<file path="config.mk">
export PLATFORM = sky130hd
export DESIGN_NAME = serial_adder
export DESIGN_NICKNAME = d
export VERILOG_FILES = /design/src/rtl/serial_adder_pkg.sv /design/src/rtl/full_adder.sv /design/src/rtl/serial_adder.sv
export SDC_FILE = /design/constraint.sdc
export NUM_CORES = 1
export LEC_CHECK = 0
export BUFFER_PORTS_ARGS = -buffer_cell sky130_fd_sc_hd__buf_2
export CORE_MARGIN = 2
export CORE_UTILIZATION = 45
export DETAILED_ROUTE_END_ITERATION = 7
export GPL_TIMING_DRIVEN = 1
export MAX_ROUTING_LAYER = met4
export PLACE_DENSITY = 0.76
export SYNTH_ARGS = -nofsm -noshare
export SYNTH_HDL_FRONTEND = slang
export SYNTH_SLANG_ARGS = --single-unit
</file>
<file path="constraint.sdc">
create_clock -name clk -period 1.8 [get_ports clk]
set_clock_uncertainty 0.05 [all_clocks]
set_input_delay 0.18 -clock clk [delete_from_list [all_inputs] [get_ports clk]]
set_output_delay 0.18 -clock clk [all_outputs]
set_load 0.005 [all_outputs]
</file>
<file path="src/rtl/serial_adder_pkg.sv">
// Shared definitions for the bit-serial adder: state encoding and default width.
package serial_adder_pkg;

    localparam int DEFAULT_WIDTH = 8;

    typedef enum logic [1:0] {
        IDLE = 2'd0,
        ADD  = 2'd1,
        DONE = 2'd2
    } state_t;

    // Bit counter must reach WIDTH, hence one bit beyond $clog2.
    function automatic int cnt_width(input int width);
        return $clog2(width) + 1;
    endfunction

endpackage

</file>
<file path="src/rtl/full_adder.sv">
// One-bit full adder cell used as the serial adder's bit slice.
module full_adder (
    input  logic a_in,
    input  logic b_in,
    input  logic c_in,
    output logic sum_out,
    output logic carry_out
);

    assign sum_out   = a_in ^ b_in ^ c_in;
    assign carry_out = (a_in & b_in) | (c_in & (a_in ^ b_in));

endmodule

</file>
<file path="src/rtl/serial_adder.sv">
// Bit-serial adder: one full-adder cell processes LSB-first over WIDTH cycles,
// then publishes {carry_out, sum_out} with a one-cycle done pulse.
//
// state | meaning
// IDLE  | waiting for start_in; operands captured on the accepting edge
// ADD   | one bit per edge, WIDTH edges total
// DONE  | results just updated; returns to IDLE, start_in ignored
module serial_adder
    import serial_adder_pkg::*;
#(
    parameter int WIDTH = DEFAULT_WIDTH
) (
    input  logic             clk,
    input  logic             rst,
    input  logic             start_in,
    input  logic [WIDTH-1:0] a_in,
    input  logic [WIDTH-1:0] b_in,
    input  logic             c_in,
    output logic [WIDTH-1:0] sum_out,
    output logic             carry_out,
    output logic             busy_out,
    output logic             done_out
);

    localparam int CW = cnt_width(WIDTH);
    localparam logic [CW-1:0] LAST_BIT = CW'(WIDTH - 1);

    state_t           r_state, w_state_nxt;
    logic [WIDTH-1:0] r_a, w_a_nxt;
    logic [WIDTH-1:0] r_b, w_b_nxt;
    logic [WIDTH-1:0] r_work, w_work_nxt;
    logic             r_carry, w_carry_nxt;
    logic [CW-1:0]    r_cnt, w_cnt_nxt;
    logic [WIDTH-1:0] r_sum, w_sum_nxt;
    logic             r_cout, w_cout_nxt;
    logic             r_busy, w_busy_nxt;
    logic             r_done, w_done_nxt;

    logic             w_fa_sum;
    logic             w_fa_cout;
    logic [WIDTH-1:0] w_work_shift;

    full_adder u_full_adder (
        .a_in      (r_a[0]),
        .b_in      (r_b[0]),
        .c_in      (r_carry),
        .sum_out   (w_fa_sum),
        .carry_out (w_fa_cout)
    );

    // Sum bits enter at the MSB so the LSB-first result ends up aligned.
    assign w_work_shift = {w_fa_sum, r_work[WIDTH-1:1]};

    always_comb begin
        w_state_nxt = r_state;
        w_a_nxt     = r_a;
        w_b_nxt     = r_b;
        w_work_nxt  = r_work;
        w_carry_nxt = r_carry;
        w_cnt_nxt   = r_cnt;
        w_sum_nxt   = r_sum;
        w_cout_nxt  = r_cout;
        w_busy_nxt  = 1'b0;
        w_done_nxt  = 1'b0;

        case (r_state)
            IDLE: begin
                if (start_in) begin
                    w_a_nxt     = a_in;
                    w_b_nxt     = b_in;
                    w_carry_nxt = c_in;
                    w_work_nxt  = '0;
                    w_cnt_nxt   = '0;
                    w_busy_nxt  = 1'b1;
                    w_state_nxt = ADD;
                end
            end
            ADD: begin
                w_a_nxt     = r_a >> 1;
                w_b_nxt     = r_b >> 1;
                w_work_nxt  = w_work_shift;
                w_carry_nxt = w_fa_cout;
                w_cnt_nxt   = r_cnt + CW'(1);
                if (r_cnt == LAST_BIT) begin
                    w_sum_nxt   = w_work_shift;
                    w_cout_nxt  = w_fa_cout;
                    w_done_nxt  = 1'b1;
                    w_state_nxt = DONE;
                end else begin
                    w_busy_nxt  = 1'b1;
                end
            end
            DONE: begin
                w_state_nxt = IDLE;
            end
            default: begin
                w_state_nxt = IDLE;
            end
        endcase
    end

    always_ff @(posedge clk) begin
        if (rst) begin
            r_state <= IDLE;
            r_a     <= '0;
            r_b     <= '0;
            r_work  <= '0;
            r_carry <= 1'b0;
            r_cnt   <= '0;
            r_sum   <= '0;
            r_cout  <= 1'b0;
            r_busy  <= 1'b0;
            r_done  <= 1'b0;
        end else begin
            r_state <= w_state_nxt;
            r_a     <= w_a_nxt;
            r_b     <= w_b_nxt;
            r_work  <= w_work_nxt;
            r_carry <= w_carry_nxt;
            r_cnt   <= w_cnt_nxt;
            r_sum   <= w_sum_nxt;
            r_cout  <= w_cout_nxt;
            r_busy  <= w_busy_nxt;
            r_done  <= w_done_nxt;
        end
    end

    assign sum_out   = r_sum;
    assign carry_out = r_cout;
    assign busy_out  = r_busy;
    assign done_out  = r_done;

endmodule
</file>
* Yosys cells after proc, flatten, opt, wreduce, memory -nomap -nowiden
Index checks and enable logic that the tools add are counted.
Storage, ports and cells: bits in registers 42, input port bits 20, output and inout port bits 11
Operators by class: $add $sub $neg 1, equality and inequality tests 4, mux-type cells 17, bitwise logic cells 6, reductions and logical operators 6
Operators with widths (number):
- 8-bit one-hot mux with 2 select lines | 3
- 8-bit two-way mux | 3
- 4-bit one-hot mux with 2 select lines | 1
- 2-bit AND reduction | 3
- 4-bit by 1-bit adder with 4-bit output (second input constant) | 1
- 4-bit by 3-bit equality test with 1-bit output (second input constant) | 1
- 1-bit two-way mux | 4
- 2-bit two-way mux | 2
- 4-bit two-way mux | 1
- 2-bit inequality test (second input constant) | 2
- 1-bit one-hot mux with 2 select lines | 2
- 2-bit one-hot mux with 2 select lines | 1
- 1-bit AND | 2
- 2-bit by 1-bit equality test with 1-bit output (second input constant) | 1
- 2-bit logical NOT | 1
- 2-bit nonzero test | 1
- 2-bit OR reduction | 1
- 1-bit bitwise XOR | 2
- 1-bit NOT | 1
- 1-bit OR | 1

* Longest topological paths before layout
word-level depth 4, mapped depth 6, depth with buffers taken out 4

* Modules after synthesis
Synthesis repeated with hierarchy kept, for this count alone.
Second synthesis, totals: cell total of the unflattened synthesis 187, area, all modules 1732.9 µm²
Modules (own cells, without submodules):
- serial_adder | times used 1, cells each 186, area an instance 1712.9 µm²
- full_adder | times used 1, cells each 1, area an instance 20.0 µm²

* Least setup slack after synthesis
No wires, ideal clock.
kind register to register, start point register r_cnt[0], end point register r_cout, in the netlist carry_out, library setup time 0.072 ns, arrival time 1.137 ns, slack 0.541 ns, stages on the path, launching flop included 6, buffers on the path 1, period minus slack after synthesis 1.259 ns, path through dfxtp_1 -> ha_1 -> nand2_1 -> nor3_1 -> buf_4 -> mux2i_1
On the way: cells in the longest elaborated chain, start to end 2
RTL lines:
- from (decl) | RTL line serial_adder.sv:33 | logic [CW-1:0] r_cnt, w_cnt_nxt;
- from (signal assigned) | RTL line serial_adder.sv:120 | r_cnt <= w_cnt_nxt;
- 4-bit by 3-bit equality test with 1-bit output | RTL line serial_adder.sv:84 | if (r_cnt == LAST_BIT) begin
- 2-bit AND reduction (no source line)
- to (signal assigned) | RTL line serial_adder.sv:122 | r_cout <= w_cout_nxt;
- to (decl) | RTL line serial_adder.sv:35 | logic r_cout, w_cout_nxt;
Every way passes these cells. A chain may end at the register's enable or synchronous reset.

* Worst setup path after layout
start point register r_state[0], end point register r_b[3]
On the way: cells in the longest elaborated chain, start to end 3
RTL lines:
- from (decl) | RTL line serial_adder.sv:28 | state_t r_state, w_state_nxt;
- from (signal assigned) | RTL line serial_adder.sv:115 | r_state <= w_state_nxt;
- 2-bit by 1-bit equality test with 1-bit output or 2-bit logical NOT (tied branches) | RTL line serial_adder.sv:66 | case (r_state)
- 2-bit nonzero test (no source line) or 2-bit inequality test (tied branches)
- 2-bit AND reduction (no source line)
- to (signal assigned) | RTL line serial_adder.sv:117 | r_b <= w_b_nxt;
- to (decl) | RTL line serial_adder.sv:30 | logic [WIDTH-1:0] r_b, w_b_nxt;
Several ways; a longest one is shown, not always the timed one.

==> flow_summary.html <==
<table>
<tr><th>Metric</th><th>Value</th></tr>
<tr><th colspan="2">STA</th></tr>
<tr><td>Crit share post-route</td><td>82.6%</td></tr>
<tr><td>Slew of the pin with the lowest slew margin</td><td>between 0.4 and 0.5 ns</td></tr>
<tr><td>Fmax</td><td>0.672 GHz</td></tr>
<tr><td>Tmin final</td><td>1.49 ns</td></tr>
<tr><td>Final setup TNS</td><td>0 ns</td></tr>
<tr><td>RSZ-0062 raised after global routing</td><td>no</td></tr>
<tr><td>Relative slew slack</td><td>69.5%</td></tr>
<tr><td>Hold Violations, Final</td><td>0</td></tr>
<tr><td>Final setup fails</td><td>0</td></tr>
<tr><td>Final number of max-transition violations</td><td>0</td></tr>
<tr><th colspan="2">Clock tree</th></tr>
<tr><td>CTS tree</td><td>yes</td></tr>
<tr><td>Clk sink count</td><td>about 40</td></tr>
<tr><td>Clock transition time at the flip-flop clock pins of the worst setup and hold paths</td><td>0.07 ns</td></tr>
<tr><td>Number of levels the H-tree was split into</td><td>2</td></tr>
<tr><td>Clock latency of the later-clocked register in the worst-skew pair</td><td>0.30 ns</td></tr>
<tr><td>Inserted Clock Buffers</td><td>5</td></tr>
<tr><td>Largest buffer count on any clock path</td><td>2</td></tr>
<tr><td>Post-CTS repair timing setup buffer count</td><td>0</td></tr>
<tr><td>Post-cts repair resize count</td><td>0</td></tr>
<tr><td>Clock tree root driver cell</td><td>sky130_fd_sc_hd__clkbuf_8</td></tr>
<tr><td>Number of hold buffers added after CTS</td><td>0</td></tr>
<tr><th colspan="2">Placed design</th></tr>
<tr><td>DP Cell Count</td><td>between 200 and 250</td></tr>
<tr><td>Detailed placer's ending HPWL</td><td>~2.2 mm</td></tr>
<tr><td>Final GP Congestion</td><td>~0.75</td></tr>
<tr><td>Post-Place Cell Area</td><td>1930 um^2</td></tr>
<tr><td>Total of buffers placed on input and output ports</td><td>30</td></tr>
<tr><th colspan="2">Route</th></tr>
<tr><td>Post-route DRC violation count</td><td>0</td></tr>
<tr><td>Routed wirelength normalized by instance count</td><td>12.4 um</td></tr>
<tr><td>Antenna-violating nets left</td><td>0</td></tr>
<tr><td>Vias after detailed routing</td><td>roughly 1300</td></tr>
<tr><td>Wirelength, routed</td><td>around 3.2 mm</td></tr>
<tr><td>Post-DR vias/cell</td><td>5.18</td></tr>
<tr><td>Number of DRC violations after detailed-routing iteration 0</td><td>53</td></tr>
<tr><td>Initial DRT Pass Iterations</td><td>4</td></tr>
<tr><th colspan="2">Yosys</th></tr>
<tr><td>Number of flip-flops and latches in the synthesized netlist</td><td>41</td></tr>
<tr><td>Portion of synthesized cell area occupied by the leading cell type</td><td>46.5%</td></tr>
<tr><td>Most common library cells after synthesis</td><td>41 x sky130_fd_sc_hd__dfxtp_1, 21 x sky130_fd_sc_hd__nor2_1, 19 x sky130_fd_sc_hd__nand2b_1, 12 x sky130_fd_sc_hd__o22ai_1, 10 x sky130_fd_sc_hd__a22oi_1</td></tr>
<tr><td>Post-synth EDFFs</td><td>0</td></tr>
<tr><td>Dominant cell by count in the synthesized netlist</td><td>sky130_fd_sc_hd__dfxtp_1</td></tr>
<tr><td>Yosys top cell by area</td><td>sky130_fd_sc_hd__dfxtp_1</td></tr>
<tr><td>Count of different cell masters after synthesis</td><td>33</td></tr>
<tr><td>Synth area leaders</td><td>sky130_fd_sc_hd__dfxtp_1 46%, sky130_fd_sc_hd__nand2b_1 6.7%, sky130_fd_sc_hd__a211oi_2 5.7%</td></tr>
<tr><td>Count of yosys warnings during synthesis</td><td>0</td></tr>
<tr><td>Mean post-synth cell area</td><td>9.93 um^2</td></tr>
<tr><td>Primary FF master, synth</td><td>sky130_fd_sc_hd__dfxtp_1</td></tr>
<tr><td>Synth Net Count</td><td>200</td></tr>
<tr><td>Post-synthesis cell count</td><td>178</td></tr>
<tr><td>Ys async rst share</td><td>0%</td></tr>
<tr><td>Sequential share of the synthesized area</td><td>46.5%</td></tr>
<tr><td>Area of the mapped netlist</td><td>1770 um^2</td></tr>
<tr><th colspan="2">Layout</th></tr>
<tr><td>Fraction of final layout cells sized beyond drive strength 1</td><td>a little under a third</td></tr>
<tr><td>Syn-to-layout area delta</td><td>14.4%</td></tr>
<tr><td>Number of standard cells in the layout, taps in and fillers out</td><td>256</td></tr>
<tr><td>Layout net count</td><td>229</td></tr>
<tr><td>Ant. Diodes</td><td>0</td></tr>
<tr><td>Final core utilization</td><td>54.4%</td></tr>
<tr><td>Final non-filler cell area</td><td>2020 um^2</td></tr>
<tr><th colspan="2">Critical path</th></tr>
<tr><td>Cell family with the largest share of critical-path delay</td><td>flip-flops</td></tr>
<tr><td>Endpoint type of the worst setup path</td><td>register</td></tr>
<tr><td>Crit path launch type</td><td>register</td></tr>
<tr><td>Worst EP required</td><td>1.96 ns</td></tr>
<tr><td>CP bufs+invs</td><td>1</td></tr>
<tr><td>Slowest library cell on the worst path</td><td>sky130_fd_sc_hd__dfxtp_1</td></tr>
<tr><td>Arrival time of the worst setup path</td><td>between 1.5 and 2 ns</td></tr>
<tr><td>Critical Setup Path Class</td><td>register to register</td></tr>
<tr><td>Biggest cell delay along the critical path</td><td>0.55 ns</td></tr>
<tr><td>Reg-to-reg setup timing slack</td><td>0.31 ns</td></tr>
<tr><td>Highest net fanout along the worst path</td><td>10</td></tr>
<tr><td>Cell breakdown of the critical path</td><td>o21ba_1 -&gt; buf_4 -&gt; nor2_1 -&gt; a211oi_1</td></tr>
<tr><th colspan="2">Die</th></tr>
<tr><td>Placeable core region</td><td>roughly 3700 um^2</td></tr>
<tr><td>Top Ports</td><td>31</td></tr>
<tr><td>Count of standard-cell rows</td><td>22</td></tr>
<tr><td>Height of the chip</td><td>~67 um</td></tr>
<tr><td>Starting Density</td><td>47.5%</td></tr>
<tr><td>Overall die width</td><td>66.7 um</td></tr>
<tr><td>Die ar.</td><td>4440 um^2</td></tr>
<tr><th colspan="2">Pwr</th></tr>
<tr><td>Peak supply drop</td><td>0.548 mV</td></tr>
<tr><td>Power density of the placed cells</td><td>873 nW/um^2</td></tr>
<tr><td>Final Power</td><td>1760 uW</td></tr>
<tr><td>Static Leakage</td><td>around 0.0008 uW</td></tr>
<tr><th colspan="2">Outcome</th></tr>
<tr><td>Result of the run</td><td>complete, no violations</td></tr>
<tr><th colspan="2">Global route</th></tr>
<tr><td>First-pass GRT wire length</td><td>5.48 mm</td></tr>
<tr><td>Global routing usage summed across all routing layers</td><td>17.3%</td></tr>
<tr><td>Vias in the first global route</td><td>about 1200</td></tr>
<tr><td>Remaining global-route overflow</td><td>0</td></tr>
<tr><td>Pin count of the biggest net entering global routing</td><td>between 50 and 60</td></tr>
<tr><td>Antenna violations before repair</td><td>0</td></tr>
<tr><th colspan="2">Worst hold path</th></tr>
<tr><td>Hold crit path type</td><td>primary input to register</td></tr>
<tr><th colspan="2">Job</th></tr>
<tr><td>Max-cap viol count</td><td>0</td></tr>
</table>
==> logic make-up (layout without fill, tap and decap cells) <==
group / Yosys count / in the layout / synth area share (%)
compound gates: 46 / 46 / 21.2
fa+ha+maj: 2 / 2 / 1.84
buf+inv: 16 / 46 / 6.09
flops: 41 / 41 / 46.5
mux: 9 / 9 / 5.10
simple gates: 64 / 64 / 19.3
==> per-layer routing <==
metal / track usage, % / wire length, um
met3: 3.89 / 145
met5: - / 0
met4: 12.5 / 94
met2: 26.4 / 1450
met1: 20.1 / 1490
==> report_power, final <==
| part | internal (uW) | switching (uW) |
|---|---|---|
| Clock | 267 | 316 |
| Combinational | 95.8 | 107 |
| Sequential | 948 | 30.1 |
==> cell usage in the layout (no fill, tap or decap), types with 3 or more instances in the layout <==
cell	instances
sky130_fd_sc_hd__mux2i_1	9
sky130_fd_sc_hd__a22oi_1	10
sky130_fd_sc_hd__nor2_1	21
sky130_fd_sc_hd__nand2b_1	19
sky130_fd_sc_hd__nand2_1	6
sky130_fd_sc_hd__nor2_2	7
sky130_fd_sc_hd__dfxtp_1	41
sky130_fd_sc_hd__buf_2	30
sky130_fd_sc_hd__a21oi_1	3
sky130_fd_sc_hd__a211oi_1	7
sky130_fd_sc_hd__o22ai_1	12
sky130_fd_sc_hd__buf_4	5
sky130_fd_sc_hd__a211oi_2	8
sky130_fd_sc_hd__clkbuf_8	5
==> worst reg2reg max path: stages (launching register included) <==
cell                       delay [ns]
sky130_fd_sc_hd__dfxtp_1         0.55
sky130_fd_sc_hd__o21ba_1         0.30
sky130_fd_sc_hd__buf_4           0.23
sky130_fd_sc_hd__nor2_1          0.06
sky130_fd_sc_hd__a211oi_1        0.21
==> state kept, by name, indices dropped and copies added, names as in the netlist <==
| name | count |
|---|---|
| busy_out | 1 |
| carry_out | 1 |
| done_out | 1 |
| r_a | 8 |
| r_b | 8 |
| r_carry | 1 |
| r_cnt | 4 |
| r_state | 2 |
| r_work | 7 |
| sum_out | 8 |
==> per-stage QoR <==
step	setup WS, ns	hold slack (ns)
finish	0.313	0.0751
global route	0.162	0.0870
CTS	0.313	0.0665
detailed placement	0.315	0.380
global placement	0.378	0.366
floorplan	0.541	0.278
==> final cells by class <==
type | instances | area, um^2
Clock buffer | 5 | 68.8
Clock inverter | 3 | 17.5
Fill cell | 357 | 1700
Inverter | 2 | 7.51
Multi-Input combinational cell | 121 | 838
Sequential cell | 41 | 821
Tap cell | 48 | 60.1
Timing Repair Buffer | 36 | 208
==> path summary, 6_finish.rpt <==
path,startpoint,to,cells past startpoint
max,r_state[0],r_b[3],4
max reg2reg,r_state[0],r_b[3],4
min,a_in[7],r_a[7],3
min reg2reg,sum_out[1],sum_out[1],2
Power figures use the tool's default switching activity.
